`src/rtl/and_or_pkg.sv`:
```
// rtl/and_or_pkg.sv - shared width default and operation-select encoding for and_or
package and_or_pkg;

  localparam int DEFAULT_WIDTH = 4;

  typedef logic [1:0] op_t;

  localparam op_t OP_NONE = 2'b00;
  localparam op_t OP_OR   = 2'b01;
  localparam op_t OP_AND  = 2'b10;

  // AND takes priority when both requests are present in the same cycle.
  function automatic op_t encode_op(input logic do_and, input logic do_or);
    op_t op;
    if (do_and) begin
      op = OP_AND;
    end else if (do_or) begin
      op = OP_OR;
    end else begin
      op = OP_NONE;
    end
    return op;
  endfunction

endpackage

```
`src/rtl/and_or_comb.sv`:
```
// rtl/and_or_comb.sv - combinational bitwise AND/OR selector with hold path
module and_or_comb
  import and_or_pkg::*;
#(
  parameter int WIDTH = DEFAULT_WIDTH
) (
  input  logic [1:0]       op,
  input  logic [WIDTH-1:0] a,
  input  logic [WIDTH-1:0] b,
  input  logic [WIDTH-1:0] hold,
  output logic [WIDTH-1:0] result,
  output logic             is_and
);

  always_comb begin
    result = hold;
    is_and = 1'b0;
    case (op)
      OP_AND: begin
        result = a & b;
        is_and = 1'b1;
      end
      OP_OR:   result = a | b;
      default: result = hold;
    endcase
  end

endmodule

```
`src/rtl/and_or.sv`:
```
// rtl/and_or.sv - registered bitwise AND/OR unit with asynchronous active-high reset
module and_or
  import and_or_pkg::*;
#(
  parameter int WIDTH = DEFAULT_WIDTH
) (
  input  logic             clk,
  input  logic             rst,
  input  logic [WIDTH-1:0] aIn,
  input  logic [WIDTH-1:0] bIn,
  input  logic             doAnd,
  input  logic             doOr,
  output logic             isAnd,
  output logic [WIDTH-1:0] out
);

  op_t              op;
  logic [WIDTH-1:0] result_next;
  logic             is_and_next;

  assign op = encode_op(doAnd, doOr);

  and_or_comb #(
    .WIDTH(WIDTH)
  ) u_comb (
    .op    (op),
    .a     (aIn),
    .b     (bIn),
    .hold  (out),
    .result(result_next),
    .is_and(is_and_next)
  );

  // Idle cycles keep the last result but always clear isAnd.
  always_ff @(posedge clk or posedge rst) begin
    if (rst) begin
      out   <= '0;
      isAnd <= 1'b0;
    end else begin
      out   <= result_next;
      isAnd <= is_and_next;
    end
  end

endmodule

```
`config.mk`:
```
export PLATFORM = sky130hd
export DESIGN_NAME = and_or
export DESIGN_NICKNAME = d
export VERILOG_FILES = /design/src/rtl/and_or_pkg.sv /design/src/rtl/and_or_comb.sv /design/src/rtl/and_or.sv
export SDC_FILE = /design/constraint.sdc
export NUM_CORES = 1
export LEC_CHECK = 0
export BUFFER_PORTS_ARGS = -buffer_cell sky130_fd_sc_hd__buf_2
export CORE_AREA = 2 2 39 41
export CTS_CLUSTER_SIZE = 14
export DETAILED_ROUTE_END_ITERATION = 12
export DIE_AREA = 0 0 41 43
export HOLD_SLACK_MARGIN = 0.03
export PLACE_DENSITY = 0.45
export REMOVE_ABC_BUFFERS = 1
export SLEW_MARGIN = 25
export SYNTH_ARGS = -nofsm -noshare
export SYNTH_HDL_FRONTEND = slang
export SYNTH_SLANG_ARGS = --single-unit
```
`constraint.sdc`:
```
create_clock -name clk -period 0.8 [get_ports clk]
set_clock_uncertainty 0.05 [all_clocks]
set_input_delay 0.04 -clock clk [delete_from_list [all_inputs] [get_ports clk]]
set_output_delay 0.04 -clock clk [all_outputs]
set_load 0.03 [all_outputs]
```
-- Word level (Yosys, flattened, before mapping)
Cells that the tools add are included.
- equal/unequal tests: 2
- muxes and demuxes: 4
- bitwise logic cells: 2
- reduce and logical (&&, ||, !) cells: 1
- operators by type and width (operator ; count):
    $pmux W4 S2 ; 1
    $and A4 B4 Y4 ; 1
    $or A4 B4 Y4 ; 1
    $eq A2 B1 Y1 const B ; 1
    $eq A2 B2 Y1 const B ; 1
    $mux W1 ; 2
    $mux W2 ; 1
    $reduce_bool A2 Y1 ; 1
- flip-flop bits (word level): 5
- input port bits: 12
- output and inout port bits: 5
- logic and storage cells: 11

-- Logic depth before layout (Yosys ltp)
- depth in word-level cells: 4
- mapped depth: 3
- gate-level depth less buffers: 3

-- By module
From an unflattened synthesis, not the netlist that was laid out.
- cells, all modules: 29
- area total of the unflattened synthesis: 291.5 um2
- by module, submodules not included (module ; instances ; cells each ; area each (um2) ; sequential area each (um2)):
    and_or_comb ; 1 ; 22 ; 148.9 ; 0.0
    and_or ; 1 ; 7 ; 142.6 ; 125.1

-- Worst setup path after synthesis
No wires, ideal clock.
- path type: register to register
- start: reg out[0] (netlist name)
- end: reg out[0]
- library setup time: 0.123 ns
- arrival time: 0.755 ns
- data required time: 0.627 ns
- slack: -0.128 ns
- stages on the path, launching flop included: 2
- path buffers: 0
- clock period less this slack: 0.928 ns
- cells stage by stage: dfrtp_1 -> o221a_1
- RTL lines (what ; line ; source):
    end signal, assigned ; and_or.sv:40 ; out <= result_next;
    end, declared ; and_or.sv:14 ; output logic [WIDTH-1:0] out

-- Worst setup path in the final report
- start: reg out[3]
- end: out out[3]
No word-level cell between the ends.

==> results by group <==
Run status
  – Status: finished with violations
  – Failing checks: setup timing

Timing
  – Fmax: 1150 MHz
  – Final Critical Period: 0.872 ns
  – Fin crit share: 109%
  – Final setup fails: 8
  – Slew @ Worst Pin: 0.172 ns
  – Sum Neg Setup Slack: -0.282 ns
  – WHS: 0.0240 ns
  – Fin. max-slew vios: 0
  – RSZ-0062 raised after global routing: yes
  – Final setup margin: -0.0718 ns
  – Max-slew headroom: 88.5%
  – Hold Vio Cnt, Final: 0

Final layout
  – Final instance area: 445 µm²
  – Diodes inserted: 0
  – Util after Layout: 32.2%
  – Multi-input gate area: 88.8 µm²
  – Area grow syn2layout: 79.8%
  – FF/Latch Area: 125 µm²
  – Fillcell total: 142
  – Share of cells above drive strength 1: 44.9%
  – Final nets: 62

Floorplan
  – Floorplan core area: 0.00138 mm²
  – Die height: 43 µm
  – Starting density of the core: 17.9%
  – I/O pins: 17
  – Placement Rows: 14
  – DIE AREA: 0.00176 mm²
  – Die X: 41 µm

Logic synthesis
  – Post-synthesis cell count: 25
  – Average size of a mapped cell: 9.91 µm²
  – Syn. warnings: 0
  – Main flop type after synthesis: dfrtp_1
  – Mux share of post-synthesis cell area: 0%
  – Synth area leaders: dfrtp_1 51%, o221a_1 18%, a21oi_1 8.1%
  – Largest family of logic cells by synthesized area: compound AO/OA/AOI/OAI gates
  – Post-synthesis async set-or-reset flop share: 100%
  – Post-synth EDFFs: 0
  – Yosys reg bits: 5
  – XOR/XNOR Fraction of Synth Area: 0%
  – Seq/Total Area, Yosys: 50.5%
  – Adder-cell share of the synthesized area: 0%
  – Synth area leader: dfrtp_1
  – Top cells by instance count after synthesis: 5 x dfrtp_1, 5 x inv_1, 4 x a21oi_1, 4 x nand2_1, 4 x o221a_1
  – Synthesized cell area: 248 µm²
  – Complex-gate fraction of the synthesized area: 26.3%
  – Yosys top cell area share: 50.5%
  – Post-synth cell types: 8
  – Post-synthesis simple-gate area fraction: 9.60%

Worst setup path
  – CP Launch Type: flop
  – Crit path required time: 0.71 ns
  – Critical path peak fanout: 2
  – Slowest cell on crit path: dfrtp_1
  – Crit path cell chain: buf_6
  – Critical Path AT: 0.78 ns
  – Worst setup EP type: output port
  – CP delay by family, top: flip-flops
  – Type of the worst setup path: reg -> out
  – Largest stage delay, worst path: 0.40 ns
  – Buf+Inv Stages, Crit Path: 1

Route
  – DRT Wirelength: 520 µm
  – WL/cell: 8.00 µm
  – Vias: 238
  – Antenna Violating Nets Remaining: 0
  – Drt initial violations: 0
  – Mean number of vias per cell: 3.66
  – TritonRoute pass-1 iters: 1
  – DRC violations left: 0

Global routing
  – Pin count of the biggest net entering global routing: 10
  – Total GRT Usage: 7.68%
  – Number of global-route vias before repair: 222
  – Grt total ovfl: 0
  – First-pass GRT wire length: 869 µm
  – Initial antenna violation count: 0

Clocking
  – Clock Latency Late Sink: 0.23 ns
  – Clock sinks: 5
  – Max Root-Sink Buffers: 2
  – Clock slew at reported path FFs: 0.04 ns
  – Root Buffer: clkbuf_4
  – CTS tree: yes
  – CTS H-tree depth: 1
  – Number of CTS-inserted buffers: 3

Place
  – Placer Congestion: 0.569
  – Dpl cell area: 348 µm²
  – I/O Buffers: 16

Pwr
  – Leak pwr: 0.230 nW
  – Tot Pwr: 0.000773 W
  – Worst IR Drop VDD: 0.000448 V
  – Pwr dens: 1740 mW/mm²

Min path
  – Hold Crit Class: in -> reg

Run
  – Total of max-cap violations: 0
[layout by cell type, fill, tap and decap left out]
master,Yosys,final
clkbuf_4,0,3
a21oi_1,4,4
dlygate4sd3_1,0,4
dfrtp_1,5,5
nand2_1,4,4
o221a_1,4,4
clkbuf_1,1,1
or2_4,1,1
buf_6,1,5
buf_4,0,2
buf_2,0,11
inv_1,5,5
[flip-flops by register name, summed over array words and instances (netlist names)]
signal,flops
isAnd,1
out,4
[kinds of logic after synthesis]
kind of cell	Yosys count
buffers and inverters	7
DFF	5
and+or+nand+nor	5
AOI/OAI and AO/OA	8
[timing repair]
item / 4_1_cts / 5_1_grt
setup endpoints to repair: 6 / 9
buffers inserted: 0 / 0
hold buffers: 3 / 1
gates resized for setup: 10 / 0
pin swaps: 3 / 2
hold endpoints to repair: 10 / 2
[routing by layer]
metal	global-route usage [%]	part of all wire, %
met1	12.1	49
met2	7.50	42
met3	1.57	9.4
met4	8.00	0
met5	0	0
[worst paths after layout]
path / startpoint / end / slack, ns / depth (start not counted)
setup / recovery: out[3] / out[3] / -0.07 / 1
hold / removal: bIn[2] / out[2] / 0.02 / 2
setup reg to reg: out[3] / out[3] / -0.02 / 1
hold reg to reg: out[2] / out[2] / 0.52 / 1
max in group asynchronous: rst / out[1] / 0.35 / 3
min in group asynchronous: rst / out[3] / 0.19 / 3
[power by group]
part / leakage [nW] / switching [W] / total [W] / internal (W)
sequential: 0.0594 / 0.0000178 / 0.000295 / 0.000277
clock: 0.0150 / 0.0000894 / 0.000277 / 0.000188
combinational: 0.155 / 0.0000949 / 0.000201 / 0.000107
[through the flow]
stage                     worst slack, ns  instances
after detailed placement          -0.0296         57
after floorplan                    -0.128         23
after global placement            -0.0189         57
final                             -0.0718         65
after CTS                         -0.0785         64
after global routing               -0.102         65
[layout make-up]
class | count | area share [%]
clock buffer | 4 | 5.90
inverter | 5 | 4.21
multi-input combinational | 13 | 19.9
sequential | 5 | 28.1
tap | 16 | 4.49
timing repair buffer | 22 | 37.4
Power figures use the tool's default switching activity.
